--- src/rtl/ifetch_unit_pkg.sv ---
// rtl/ifetch_unit_pkg.sv - shared constants, entry type and JAL helper for the fetch unit
package ifetch_unit_pkg;

    localparam int         INSTR_W    = 32;
    localparam logic [6:0] OPCODE_JAL = 7'b1101111;

    localparam logic [1:0] IF_IDLE    = 2'd0;
    localparam logic [1:0] IF_WAIT    = 2'd1;
    localparam logic [1:0] IF_DISCARD = 2'd2;

    typedef struct packed {
        logic [31:0]        pc;
        logic [INSTR_W-1:0] instr;
        logic               pred;
    } fetch_entry_t;

    // Sign-extended byte offset of a JAL instruction.
    function automatic logic [31:0] jal_offset(input logic [INSTR_W-1:0] instr);
        return {{11{instr[31]}}, instr[31], instr[19:12], instr[20], instr[30:21], 1'b0};
    endfunction

endpackage

--- src/rtl/ifetch_queue.sv ---
// rtl/ifetch_queue.sv - synchronous FIFO of fetched {pc, instr, pred} entries with flush
module ifetch_queue
    import ifetch_unit_pkg::*;
#(
    parameter int   DEPTH = 4,
    localparam int  AW    = $clog2(DEPTH)
) (
    input  logic         clk_in,
    input  logic         rst_in,
    input  logic         push,
    input  logic         pop,
    input  logic         flush,
    input  fetch_entry_t din,
    output fetch_entry_t head,
    output logic [AW:0]  count,
    output logic         empty,
    output logic         full
);

    fetch_entry_t  mem_q [DEPTH];
    fetch_entry_t  mem_d [DEPTH];
    logic [AW-1:0] wr_ptr_q, wr_ptr_d;
    logic [AW-1:0] rd_ptr_q, rd_ptr_d;
    logic [AW:0]   count_q, count_d;

    assign head  = mem_q[rd_ptr_q];
    assign count = count_q;
    assign empty = (count_q == '0);
    assign full  = (count_q == (AW+1)'(DEPTH));

    // Next pointers, count and storage; flush wins over any push or pop.
    always_comb begin
        mem_d    = mem_q;
        wr_ptr_d = wr_ptr_q;
        rd_ptr_d = rd_ptr_q;
        count_d  = count_q;
        if (flush) begin
            wr_ptr_d = '0;
            rd_ptr_d = '0;
            count_d  = '0;
        end else begin
            if (push) begin
                mem_d[wr_ptr_q] = din;
                wr_ptr_d        = wr_ptr_q + AW'(1);
            end
            if (pop) begin
                rd_ptr_d = rd_ptr_q + AW'(1);
            end
            count_d = count_q + {{AW{1'b0}}, push} - {{AW{1'b0}}, pop};
        end
    end

    // Register state; storage is cleared so the head reads zero out of reset.
    always_ff @(posedge clk_in or negedge rst_in) begin
        if (!rst_in) begin
            for (int i = 0; i < DEPTH; i++) begin
                mem_q[i] <= '0;
            end
            wr_ptr_q <= '0;
            rd_ptr_q <= '0;
            count_q  <= '0;
        end else begin
            mem_q    <= mem_d;
            wr_ptr_q <= wr_ptr_d;
            rd_ptr_q <= rd_ptr_d;
            count_q  <= count_d;
        end
    end

endmodule

--- src/rtl/ifetch_unit.sv ---
// rtl/ifetch_unit.sv - instruction fetch front end; optional JAL prediction via IFETCH_JAL_PREDICT_EN
module ifetch_unit
    import ifetch_unit_pkg::*;
#(
    parameter logic [31:0] RESET_PC    = 32'h0000_0000,
    parameter int          QUEUE_DEPTH = 4
) (
    input  logic               clk_in,
    input  logic               rst_in,
    input  logic               rdy_in,
    output logic               mem_req,
    output logic [31:0]        mem_addr,
    input  logic               mem_valid,
    input  logic [INSTR_W-1:0] mem_data,
    input  logic               jump_en,
    input  logic [31:0]        jump_pc,
    output logic               dec_valid,
    input  logic               dec_ready,
    output logic [31:0]        dec_pc,
    output logic [INSTR_W-1:0] dec_instr,
    output logic               dec_pred_jump
);

    localparam int AW = $clog2(QUEUE_DEPTH);

    logic [1:0]   state_q, state_d;
    logic [31:0]  fetch_pc_q, fetch_pc_d;
    logic         mem_req_q, mem_req_d;
    logic [31:0]  mem_addr_q, mem_addr_d;

    logic         q_push, q_pop, q_flush;
    fetch_entry_t q_din, q_head;
    logic [AW:0]  q_count, count_after;
    logic         q_empty, q_full;
    logic [31:0]  next_pc;
    logic         pred;
    logic         unused_jump_lsbs;

    assign unused_jump_lsbs = ^jump_pc[1:0];

    assign mem_req       = mem_req_q;
    assign mem_addr      = mem_addr_q;
    assign dec_valid     = !q_empty;
    assign dec_pc        = q_head.pc;
    assign dec_instr     = q_head.instr;
    assign dec_pred_jump = q_head.pred;

    // Queue control: everything frozen while rdy_in is low, redirect beats push and pop.
    assign q_flush     = rdy_in && jump_en;
    assign q_pop       = rdy_in && !jump_en && dec_valid && dec_ready;
    assign q_push      = rdy_in && !jump_en && (state_q == IF_WAIT) && mem_valid;
    assign q_din       = {fetch_pc_q, mem_data, pred};
    assign count_after = q_count + {{AW{1'b0}}, q_push} - {{AW{1'b0}}, q_pop};

    ifetch_queue #(.DEPTH(QUEUE_DEPTH)) u_queue (
        .clk_in (clk_in),
        .rst_in (rst_in),
        .push   (q_push),
        .pop    (q_pop),
        .flush  (q_flush),
        .din    (q_din),
        .head   (q_head),
        .count  (q_count),
        .empty  (q_empty),
        .full   (q_full)
    );

    // Sequential PC successor and prediction bit for the word returning now.
    always_comb begin
        pred    = 1'b0;
        next_pc = fetch_pc_q + 32'd4;
`ifdef IFETCH_JAL_PREDICT_EN
        if (mem_data[6:0] == OPCODE_JAL) begin
            pred    = 1'b1;
            next_pc = fetch_pc_q + jal_offset(mem_data);
        end
`endif
    end

    // Fetch state machine with a single outstanding request.
    always_comb begin
        state_d    = state_q;
        fetch_pc_d = fetch_pc_q;
        mem_req_d  = mem_req_q;
        mem_addr_d = mem_addr_q;
        if (rdy_in) begin
            if (jump_en) begin
                fetch_pc_d = {jump_pc[31:2], 2'b00};
                case (state_q)
                    IF_WAIT: begin
                        if (mem_valid) begin
                            mem_req_d = 1'b0;
                            state_d   = IF_IDLE;
                        end else begin
                            state_d   = IF_DISCARD;
                        end
                    end
                    // A stale response landing with the redirect is consumed here, else we would wait forever.
                    IF_DISCARD: begin
                        if (mem_valid) begin
                            mem_req_d = 1'b0;
                            state_d   = IF_IDLE;
                        end
                    end
                    default: state_d = IF_IDLE;
                endcase
            end else begin
                case (state_q)
                    IF_IDLE: begin
                        if (!q_full) begin
                            mem_req_d  = 1'b1;
                            mem_addr_d = fetch_pc_q;
                            state_d    = IF_WAIT;
                        end
                    end
                    IF_WAIT: begin
                        if (mem_valid) begin
                            fetch_pc_d = next_pc;
                            if (count_after != (AW+1)'(QUEUE_DEPTH)) begin
                                mem_addr_d = next_pc;
                            end else begin
                                mem_req_d  = 1'b0;
                                state_d    = IF_IDLE;
                            end
                        end
                    end
                    IF_DISCARD: begin
                        if (mem_valid) begin
                            mem_req_d = 1'b0;
                            state_d   = IF_IDLE;
                        end
                    end
                    default: begin
                        mem_req_d = 1'b0;
                        state_d   = IF_IDLE;
                    end
                endcase
            end
        end
    end

    // State, PC and request registers.
    always_ff @(posedge clk_in or negedge rst_in) begin
        if (!rst_in) begin
            state_q    <= IF_IDLE;
            fetch_pc_q <= RESET_PC;
            mem_req_q  <= 1'b0;
            mem_addr_q <= 32'h0;
        end else begin
            state_q    <= state_d;
            fetch_pc_q <= fetch_pc_d;
            mem_req_q  <= mem_req_d;
            mem_addr_q <= mem_addr_d;
        end
    end

endmodule

--- config.mk ---
export PLATFORM = sky130hd
export DESIGN_NAME = ifetch_unit
export DESIGN_NICKNAME = d
export VERILOG_FILES = /design/src/rtl/ifetch_unit_pkg.sv /design/src/rtl/ifetch_queue.sv /design/src/rtl/ifetch_unit.sv
export SDC_FILE = /design/constraint.sdc
export NUM_CORES = 1
export LEC_CHECK = 0
export CAP_MARGIN = 20
export CELL_PAD_IN_SITES_DETAIL_PLACEMENT = 1
export CELL_PAD_IN_SITES_GLOBAL_PLACEMENT = 1
export CORE_MARGIN = 8
export CORE_UTILIZATION = 24
export CTS_CLUSTER_SIZE = 25
export DETAILED_ROUTE_END_ITERATION = 6
export GPL_ROUTABILITY_DRIVEN = 0
export HOLD_SLACK_MARGIN = 0.12
export PLACE_DENSITY = 0.53
export SYNTH_ARGS = -nofsm -noshare
export SYNTH_HDL_FRONTEND = slang
export SYNTH_SLANG_ARGS = --single-unit
--- constraint.sdc ---
create_clock -name clk_in -period 7 [get_ports clk_in]
set_clock_uncertainty 0.2 [all_clocks]
set_input_delay 0.7 -clock clk_in [delete_from_list [all_inputs] [get_ports clk_in]]
set_output_delay 0.7 -clock clk_in [all_outputs]
set_load 0.02 [all_outputs]
==> results of run 1 <==
==> cell type report <==
class / count / share of cell area [%]
flip-flops and latches: 318 / 42.6
clock inverters: 13 / 0.555
diodes: 1 / 0.0134
clock buffers: 60 / 6.47
multi-input cells: 690 / 34.9
well taps: 837 / 5.60
inverters: 11 / 0.221
repair buffers: 179 / 9.63
==> routing by layer <==
layer,track usage [%],vias up,wire length [µm]
li1,-,4329,-
met1,16.7,5098,19900
met2,20.6,199,21100
met3,3.01,52,2310
met4,3.24,0,984
met5,0,-,0
==> repair_timing <==
| action | CTS | global route |
|---|---|---|
| resized for setup | 0 | 0 |
| hold endpoints to repair | 72 | 0 |
| hold buffers | 1 | 0 |
==> metrics by stage <==
stage | instances | cell area (µm²) | hold slack [ns]
after floorplan | 1122 | 14900 | 0.204
after global placement | 2032 | 17300 | 0.257
after detailed placement | 2032 | 17300 | 0.271
after global routing | 2108 | 18700 | 0.304
after CTS | 2106 | 18600 | 0.285
final | 2109 | 18700 | 0.283
==> critical path: cells and delay by family <==
family / cells / cell delay, ns
AND/OR/NAND/NOR: 3 / 1.03
adder cells (fa/ha/maj): 2 / 0.56
AO/OA/AOI/OAI: 3 / 1.09
buffers and inverters: 4 / 1.49
XOR/XNOR: 1 / 0.22
==> logic make-up after synthesis <==
group	count (synthesis)	synth area share [%]
multiplexers	318	28.6
flip-flops	318	53.3
AND/OR/NAND/NOR	204	6.98
AO/OA/AOI/OAI	119	4.81
buffers and inverters	114	3.33
XOR/XNOR	33	2.03
adder cells (fa/ha/maj)	11	0.972
other	1	0.0251
==> placed cells by master, fill, tap and decap left out, types with 3 or more instances in the layout <==
| cell type | count |
|---|---|
| nor2_1 | 53 |
| mux2i_1 | 10 |
| nor2b_1 | 4 |
| dfrtp_1 | 316 |
| conb_1 | 5 |
| a21oi_1 | 52 |
| and3_1 | 13 |
| nand2_4 | 4 |
| nor3_1 | 18 |
| buf_4 | 14 |
| clkbuf_16 | 43 |
| and4_1 | 5 |
| xnor2_1 | 11 |
| inv_1 | 10 |
| a31oi_1 | 3 |
| nand3_1 | 22 |
| and2_1 | 7 |
| o22ai_1 | 23 |
| nand4_1 | 24 |
| mux2_2 | 225 |
| a311oi_1 | 8 |
| mux2_1 | 21 |
| nand2_1 | 37 |
| ha_1 | 10 |
| clkdlybuf4s50_1 | 159 |
| clkbuf_1 | 10 |
| a31o_2 | 4 |
| clkinv_2 | 8 |
| clkbuf_8 | 7 |
| nor4_1 | 4 |
| o21ai_0 | 16 |
| xor2_1 | 21 |
| mux4_2 | 62 |
==> synthesized netlist by cell type (all sizes together), types with 2 or more instances <==
master,count
mux2i,10
nand4,25
a21oi,52
nor2,53
mux4,62
mux2,246
nand2b,2
or3,2
nand3,23
xor2,21
ha,10
a22oi,2
inv,11
a311oi,8
and4,5
and3,13
buf,47
a32o,2
a31o,4
nor3,18
nor2b,4
a21boi,3
dfrtp,318
o22ai,23
nor4,5
clkbuf,56
and2,7
a211oi,2
nand3b,2
a31oi,3
xnor2,11
o21ai,16
nand2,42
==> power by group through the flow <==
stage / clock [W] / sequential [W] / combinational (W)
2_1_floorplan: 0 / 0.00273 / 0.00156
3_3_place_gp: 0 / 0.00286 / 0.00252
3_5_place_dp: 0 / 0.00289 / 0.00256
4_1_cts: 0.00214 / 0.00286 / 0.00257
5_1_grt: 0.00222 / 0.00289 / 0.00278
6_report: 0.00205 / 0.00280 / 0.00257
==> state kept, by name, summed over array words and instances, names as in the netlist <==
register,cells
u_queue.wr_ptr_q,2
fetch_pc_q,30
u_queue.count,3
mem_addr,30
mem_req,1
u_queue.rd_ptr_q,2
u_queue.mem_q,248
state_q,2
==> final timing paths <==
check / end / cells past startpoint
min reg2reg: u_queue.mem_q[256] / 2
max: mem_addr[31] / 13
max reg2reg: mem_addr[31] / 14
min: u_queue.mem_q[256] / 2
max in group asynchronous: u_queue.mem_q[123] / 3
min in group asynchronous: u_queue.mem_q[216] / 2
==> qor.csv, run 1 <==
stage,metric,value,unit
placed_design,DP HPWL,28.4,mm
floorplan,die width,265,µm
route,TritonRoute pass-1 iters,5,
sta,"Setup violations, final",0,
grt,GRT Util Overall,12.6,%
clock_network,total CTS buffers,41,
sta,fmax,206,MHz
power_and_ir_drop,PwrDens,397,nW/µm²
worst_setup_path,Setup CP Type,primary input to flop,
synth,"Top FF cell, synth",dfrtp_1,
floorplan,area of the core,61600,µm²
floorplan,die area,70500,µm²
grt,grt ovf,0,
synth,Ys Warns,0,
hold_path,beginning of the worst hold path,u_queue.mem_q[256],
sta,Max Slew Vio Count,0,
floorplan,Starting Density,24.2,%
grt,vias in the first global route,10668,
clock_network,Clock transition at path regs,0.06,ns
route,Vias,9678,
grt,first-pass GRT wire length,69.2,mm
sta,setup tns final,0,ns
synth,post-synth top area cell,dfrtp_1,
synth,Post-synth EDFFs,0,
finish,synth-to-layout area growth,25.3,%
clock_network,CTS tree,built,
power_and_ir_drop,Tot Pwr,0.00742,W
finish,area occupied by multi-input gates,6530,µm²
floorplan,die height,265,µm
power_and_ir_drop,worst vdd ir,168,µV
clock_network,clock root buffer,clkbuf_16,
clock_network,setup repair bufs after CTS,0,
synth,synth unique cells,52,
worst_setup_path,R2R setup slack,2.29,ns
worst_setup_path,RR Startpoint,state_q[1],
sta,worst setup margin,2.15,ns
sta,final number of hold-violating endpoints,0,
placed_design,setup slack at placement,1.59,ns
power_and_ir_drop,Logic pwr share,34.6,%
run,max_cap viols,0,
clock_network,Clock Latency Late Sink,0.56,ns
outcome,status,"complete, no violations",
route,Routed WL,44.3,mm
worst_setup_path,crit path DAT,5.12,ns
worst_setup_path,CP Launch Type,primary input,
power_and_ir_drop,switching share of power,32.6,%
floorplan,row count,91,
worst_setup_path,Worst EP required,7.26,ns
synth,asr flop ratio synth,100,%
worst_setup_path,CP Capture Type,flop,
worst_setup_path,worst-path fanout max,34,
clock_network,sink count of the clock tree,318,
worst_setup_path,Max stage delay on crit path,0.72,ns
worst_setup_path,Crit. Startpoint,mem_valid,
power_and_ir_drop,switching power,0.00242,W
placed_design,Buffers on Ports,161,
grt,initial antenna violation count,3,
finish,share of layout cells above drive strength 1,30.4,%
synth,count of state elements after synthesis,318,
clock_network,CTS HTree Levels,2,
sta,crit path time final,4.85,ns
power_and_ir_drop,Clk pwr share,27.7,%
finish,Post-Route Utilization,30.4,%
synth,post-synthesis cell count,1118,
clock_network,CTS Buffer Depth,3,
power_and_ir_drop,Pint,0.00500,W
power_and_ir_drop,Leak Pwr,8.12,nW
sta,fin crit share,69.3,%
worst_setup_path,Critical Path Slowest Stage Cell,a21boi_4,
synth,Synth area leaders,"dfrtp_1 53%, mux2_2 17%, mux4_2 9.4%",
sta,Least-Margin Pin Slew,1.03,ns
route,DR WL/cell,21.0,µm
floorplan,Ports,169,
route,DRT iter0 DRCs,342,
synth,synthesized cell area,14900,µm²
finish,fin nets,1322,
finish,fill count,6590,
sta,RSZ-0062 raised after global routing,false,
power_and_ir_drop,sequential power share,37.7,%
route,DR vias/cell,4.59,
route,"antenna viol nets, final",0,
synth,post-synth top area share,53.3,%
synth,syn avg cell area,13.4,µm²
hold_path,Hold Crit Class,flop to flop,
worst_setup_path,"Critical Path, Cell by Cell",clkdlybuf4s50_1 > and2_1 > nand2_2 > inv_2 > ha_1 > inv_1 > fa_1 > xnor3_1 > o21ai_0 > a21boi_4 > buf_4 > nor2_1 > a21oi_1,
grt,largest net degree at the start of global routing,105,
synth,post-synthesis sequential area ratio,53.3,%
finish,FF+latch area,7970,µm²
sta,Slew HR,31.2,%
route,drc violations,0,
Note: power is estimated with default switching activity, not from simulation.
==> run 2: changes to the inputs <==
==> constraint.sdc (replaced) <==
create_clock -name clk_in -period 5.05 [get_ports clk_in]
set_clock_uncertainty 0.2 [all_clocks]
set_input_delay 0.505 -clock clk_in [delete_from_list [all_inputs] [get_ports clk_in]]
set_output_delay 0.505 -clock clk_in [all_outputs]
set_load 0.02 [all_outputs]
==> qor.csv, run 2 (synthesis results as in run 1) <==
stage,metric,value,unit,change
outcome,status,"complete, no violations",,
worst_setup_path,CP Launch Type,flop,,
sta,"Setup violations, final",0,,unchanged
route,DR vias/cell,4.56,,-0.62%
clock_network,# hold bufs at CTS,1,,unchanged
floorplan,Ports,169,,unchanged
sta,crit path time final,3.77,ns,
worst_setup_path,crit path DAT,3.06,ns,-2.06 ns
power_and_ir_drop,Tot Pwr,0.0103,W,+39%
clock_network,total CTS buffers,40,,-2.4%
floorplan,die area,70500,µm²,unchanged
route,Vias,9613,,-0.67%
worst_setup_path,CP Capture Type,output port,,
finish,share of layout cells above drive strength 1,30.4,%,+0.079 points
finish,FF+latch area,7970,µm²,unchanged
placed_design,DP HPWL,28.6,mm,+0.76%
clock_network,Clock Latency Late Sink,0.55,ns,about the same
grt,largest net degree at the start of global routing,117,,+11%
floorplan,row count,91,,unchanged
sta,final number of hold-violating endpoints,0,,unchanged
route,DRT iter0 DRCs,427,,+25%
finish,Biggest register,u_queue.mem_q,,
run,max_cap viols,0,,unchanged
worst_setup_path,R2R Path End,mem_addr[25],,
power_and_ir_drop,sequential power share,38.1,%,+0.4 points
sta,Slew HR,30.6,%,-0.61 points
route,Routed WL,44.6,mm,+0.66%
clock_network,setup repair bufs after CTS,0,,unchanged
grt,grt ovf,0,,unchanged
worst_setup_path,RR Startpoint,u_queue.count[1],,
hold_path,Hold Crit Class,flop to flop,,
route,DR WL/cell,21.2,µm,+0.71%
sta,setup tns final,0,ns,unchanged
floorplan,die height,265,µm,unchanged
finish,design area,18800,µm²,+0.34%
clock_network,Clock transition at path regs,0.06,ns,about the same
finish,n_diodes,0,,-1
clock_network,CTS Buffer Depth,3,,unchanged
placed_design,Buffers on Ports,161,,unchanged
sta,Least-Margin Pin Slew,1.04,ns,+0.0116 ns
power_and_ir_drop,switching share of power,32.3,%,-0.29 points
worst_setup_path,worst-path fanout max,32,,-5.9%
power_and_ir_drop,Leak Pwr,8.15,nW,+0.31%
clock_network,sink count of the clock tree,318,,unchanged
sta,fin crit share,74.6,%,
clock_network,CTS HTree Levels,2,,unchanged
worst_setup_path,Setup CP Type,flop to output port,,
placed_design,post-placement cell area,17400,µm²,+0.46%
finish,"commonest non-fill, non-tap cell in the layout",dfrtp_1,,
power_and_ir_drop,worst vdd ir,244,µV,+45%
grt,first-pass GRT wire length,70.1,mm,+1.2%
route,"antenna viol nets, final",0,,unchanged
route,TritonRoute pass-1 iters,4,,-1
grt,initial antenna violation count,3,,unchanged
finish,fin nets,1323,,+0.076%
worst_setup_path,R2R setup slack,1.31,ns,-0.98 ns
worst_setup_path,Worst EP required,4.35,ns,-2.91 ns
power_and_ir_drop,Pint,0.00700,W,+40%
worst_setup_path,CP Capture Point,dec_pc[30],,
sta,RSZ-0062 raised after global routing,false,,
floorplan,die width,265,µm,unchanged
finish,synth-to-layout area growth,25.7,%,
grt,GRT Util Overall,12.7,%,+0.12 points
power_and_ir_drop,Logic pwr share,33.9,%,-0.7 points
floorplan,area of the core,61600,µm²,unchanged
power_and_ir_drop,Clk pwr share,28.1,%,+0.4 points
grt,vias in the first global route,10812,,+1.3%
power_and_ir_drop,switching power,0.00334,W,+38%
finish,Largest register FFs,248,,unchanged
clock_network,post-CTS resize count,0,,unchanged
sta,fmax,265,MHz,
finish,fill count,6554,,-0.55%
clock_network,CTS tree,built,,
route,drc violations,0,,unchanged
clock_network,clock root buffer,clkbuf_16,,
finish,"commonest non-fill, non-tap cells in the layout","316 x dfrtp_1, 225 x mux2_2, 159 x clkdlybuf4s50_1",,
worst_setup_path,Crit. Startpoint,u_queue.rd_ptr_q[0],,
worst_setup_path,FF-to-FF path depth,13,,-1
power_and_ir_drop,PwrDens,551,nW/µm²,+39%
floorplan,Starting Density,24.2,%,unchanged
finish,area occupied by multi-input gates,6530,µm²,unchanged
sta,Max Slew Vio Count,0,,unchanged
[run 2: cell count changes in the layout (fill, tap and decap cells not counted)]
| cell | change |
|---|---|
| clkbuf_8 | +2 |
| clkinv_2 | -2 |
| clkbuf_16 | -2 |
| clkinvlp_4 | +1 |
| bufinv_16 | +2 |
| clkinv_4 | -2 |
| clkbuf_1 | -1 |
| diode_2 | -1 |
| buf_12 | +3 |
| buf_4 | -1 |
[run 2: power groups by stage]
stage / clock [W] / combinational, W / sequential (W)
4_1_cts: 0.00304 / 0.00360 / 0.00395
2_1_floorplan: 0 / 0.00216 / 0.00379
3_5_place_dp: 0 / 0.00359 / 0.00400
3_3_place_gp: 0 / 0.00353 / 0.00395
6_report: 0.00291 / 0.00350 / 0.00394
5_1_grt: 0.00313 / 0.00379 / 0.00408
[run 2: critical path, stage by stage, from the launching register on]
cell             delay [ns]
dfrtp_4                0.95
buf_4                  0.40
mux4_2                 0.54
clkdlybuf4s50_1        0.61
[run 2: cell type report]
cell class	instances	area share, %
sequential	318	42.4
inverter	11	0.220
multi-input combinational	690	34.8
clock inverter	12	0.767
tap	837	5.58
timing repair buffer	181	9.88
clock buffer	59	6.31
[run 2: metal layers]
layer / GRT usage [%] / share of wire [%] / wire, µm / up-vias
met1: 16.7 / 45 / 20300 / 5059
met5: 0 / 0 / 0 / -
li1: - / - / - / 4333
met4: 2.75 / 1.6 / 727 / 0
met3: 2.91 / 4.5 / 1990 / 46
met2: 21.4 / 48 / 21600 / 175
[run 2: how the worst min path moves through the flow]
stage / startpoint / endpoint / cells after the start / slack, ns
floorplan: rst_in / fetch_pc_q[10] / 0 / 0.009
global placement: u_queue.mem_q[256] / u_queue.mem_q[256] / 2 / 0.26
detailed placement: u_queue.mem_q[256] / u_queue.mem_q[256] / 2 / 0.27
CTS: u_queue.mem_q[256] / u_queue.mem_q[256] / 2 / 0.28
global route: u_queue.mem_q[47] / u_queue.mem_q[47] / 1 / 0.30
finish: u_queue.mem_q[191] / u_queue.mem_q[191] / 2 / 0.28
[run 2: per-stage QoR]
step | util [%] | setup slack [ns] | hold slack (ns) | std cells
after floorplan | - | 1.69 | 0.00941 | 1122
after global placement | 28.2 | 0.793 | 0.256 | 2034
after detailed placement | 28.3 | 0.748 | 0.270 | 2035
after CTS | 30.4 | 1.14 | 0.285 | 2107
after global routing | 30.5 | 1.01 | 0.305 | 2108
final | 30.5 | 1.28 | 0.284 | 2108
==> run 3: changes to the inputs <==
--- a/config.mk
+++ b/config.mk
@@ -14,7 +14,7 @@
 export DETAILED_ROUTE_END_ITERATION = 6
 export GPL_ROUTABILITY_DRIVEN = 0
 export HOLD_SLACK_MARGIN = 0.12
-export PLACE_DENSITY = 0.53
+export PLACE_DENSITY = 0.55
 export SYNTH_ARGS = -nofsm -noshare
 export SYNTH_HDL_FRONTEND = slang
 export SYNTH_SLANG_ARGS = --single-unit
==> constraint.sdc (replaced) <==
create_clock -name clk_in -period 3.15 [get_ports clk_in]
set_clock_uncertainty 0.2 [all_clocks]
set_input_delay 0.315 -clock clk_in [delete_from_list [all_inputs] [get_ports clk_in]]
set_output_delay 0.315 -clock clk_in [all_outputs]
set_load 0.02 [all_outputs]
==> qor.csv, run 3 (synthesis results as in run 1) <==
stage,metric,value,unit,change
placed_design,post-placement cell area,17800,µm²,+2.0%
finish,fin nets,1366,,+3.3%
route,Met1 Wirelength,21.2,mm,+4.5%
sta,RSZ-0062 raised after global routing,true,,
sta,Slew HR,59.6,%,+29 points
placed_design,DP HPWL,30.3,mm,+5.7%
power_and_ir_drop,Leak Pwr,8.44,nW,+3.7%
worst_setup_path,worst-path fanout max,6,,-81%
finish,"commonest non-fill, non-tap cell in the layout",dfrtp_1,,
sta,Hold WS,0.198,ns,-0.0861 ns
floorplan,die height,265,µm,unchanged
worst_setup_path,CP top delay family,adder cells,,
finish,fill count,6501,,-0.81%
route,DR vias/cell,4.66,,+2.1%
clock_network,sink count of the clock tree,318,,unchanged
worst_setup_path,CP Buf/Inv Count,4,,+2
worst_setup_path,FF-to-FF path depth,14,,+1
route,TritonRoute pass-1 iters,4,,unchanged
worst_setup_path,crit path DAT,3.37,ns,+0.31 ns
worst_setup_path,Max stage delay on crit path,0.39,ns,-0.56 ns
power_and_ir_drop,PwrDens,882,nW/µm²,+60%
power_and_ir_drop,worst vdd ir,365,µV,+50%
sta,crit path time final,3.14,ns,
clock_network,clock root buffer,clkbuf_16,,
worst_setup_path,Worst EP required,3.38,ns,-0.97 ns
finish,Post-Route Utilization,31.7,%,+1.2 points
finish,"commonest non-fill, non-tap cells in the layout","316 x dfrtp_1, 225 x mux2_2, 159 x clkdlybuf4s50_1",,
run,max_cap viols,0,,unchanged
hold_path,hold path cells,3,,+1
route,Routed WL,47.2,mm,+5.8%
sta,fmax,318,MHz,
sta,Max Slew Vio Count,0,,unchanged
finish,share of layout cells above drive strength 1,36.6,%,+6.1 points
floorplan,row count,91,,unchanged
route,DR WL/cell,22.0,µm,+3.8%
route,"antenna viol nets, final",0,,unchanged
worst_setup_path,Critical Path Slowest Stage Cell,or3_4,,
clock_network,CTS Buffer Depth,3,,unchanged
floorplan,area of the core,61600,µm²,unchanged
finish,Biggest register,u_queue.mem_q,,
floorplan,die area,70500,µm²,unchanged
finish,FF+latch area,7970,µm²,unchanged
sta,final number of hold-violating endpoints,0,,unchanged
worst_setup_path,Stages on worst setup path,14,,+11
route,DRT iter0 DRCs,439,,+2.8%
grt,initial antenna violation count,1,,-2
floorplan,Starting Density,24.2,%,unchanged
clock_network,total CTS buffers,39,,-2.5%
grt,grt ovf,0,,unchanged
sta,Least-Margin Pin Slew,0.602,ns,-0.438 ns
worst_setup_path,CP Launch Type,flop,,
floorplan,die width,265,µm,unchanged
worst_setup_path,R2R setup slack,0.009,ns,-1.30 ns
grt,first-pass GRT wire length,71.7,mm,+2.3%
sta,"Setup violations, final",0,,unchanged
outcome,status,"complete, no violations",,
worst_setup_path,CP Capture Type,flop,,
sta,fin crit share,99.7,%,
placed_design,Buffers on Ports,161,,unchanged
power_and_ir_drop,Tot Pwr,0.0172,W,+66%
clock_network,CTS tree,built,,
worst_setup_path,"Critical Path, Cell by Cell",or3_4 > and3_4 > ha_4 > inv_4 > ha_4 > inv_2 > fa_2 > xnor3_2 > o21ai_4 > a21boi_4 > buf_12 > clkbuf_16 > nor2_2 > a21oi_2,,
clock_network,CTS HTree Levels,2,,unchanged
route,Vias,10015,,+4.2%
clock_network,Clock Latency Late Sink,0.55,ns,about the same
route,DR WL met2,23.0,mm,+6.4%
grt,GRT Util Overall,13.0,%,+0.29 points
floorplan,Ports,169,,unchanged
finish,Largest register FFs,248,,unchanged
finish,area occupied by multi-input gates,6760,µm²,+3.4%
route,drc violations,0,,unchanged
hold_path,Hold Crit Class,primary input to flop,,
grt,vias in the first global route,11021,,+1.9%
finish,synth-to-layout area growth,30.8,%,
route,highest routed layer,met4,,
finish,n_diodes,0,,unchanged
route,met3 routed WL,2.10,mm,+5.8%
worst_setup_path,Setup CP Type,flop to flop,,
worst_setup_path,Critical Path Most Common Cell,ha_4,,
grt,largest net degree at the start of global routing,82,,-30%
clock_network,Clock transition at path regs,0.06,ns,about the same
finish,design area,19500,µm²,+4.1%
[run 3: routing by layer]
layer	up-vias	global-route usage (%)
met3	58	2.25
li1	4424	-
met5	-	0
met2	177	21.5
met4	0	3.00
met1	5356	17.7
[run 3: worst paths after layout]
path / from / endpoint
hold reg to reg: u_queue.mem_q[191] / u_queue.mem_q[191]
setup / recovery: u_queue.count[2] / mem_addr[30]
setup reg to reg: u_queue.count[2] / mem_addr[30]
hold / removal: jump_pc[12] / fetch_pc_q[12]
min in group asynchronous: rst_in / u_queue.mem_q[219]
max in group asynchronous: rst_in / u_queue.mem_q[58]
[run 3: power breakdown]
group | total, W | switching [W] | internal [W]
Combinational | 0.00643 | 0.00299 | 0.00344
Sequential | 0.00623 | 0.000898 | 0.00533
Clock | 0.00456 | 0.00179 | 0.00277
[run 3: what timing repair did]
action / 4_1_cts / 5_1_grt
buffers inserted: 3 / 2
pin swaps: 1 / 7
hold buffers: 3 / 0
gates resized for setup: 2 / 66
hold endpoints to repair: 298 / 0
gates cloned: 0 / 7
endpoints found under the setup margin: 51 / 33
[run 3: area by class of cell]
cell class / count / share of cell area, %
Sequential cell: 318 / 40.8
Multi-Input combinational cell: 690 / 34.6
Timing Repair Buffer: 225 / 12.4
Clock buffer: 59 / 6.11
Tap cell: 837 / 5.36
Clock inverter: 10 / 0.538
Inverter: 11 / 0.224
[run 3: stage by stage]
stage	TNS (ns)	setup WS, ns	cells
2_1_floorplan	0	0.00594	1122
3_3_place_gp	-6.39	-0.282	2066
3_5_place_dp	-8.39	-0.324	2066
4_1_cts	-0.0950	-0.0416	2141
5_1_grt	-1.50	-0.0677	2150
6_report	0	0.00866	2150
[run 3: worst min-delay path, cell delays in order]
cell and delay [ns]:
clkdlybuf4s50_1 0.42, o22ai_1 0.11, a21oi_1 0.06
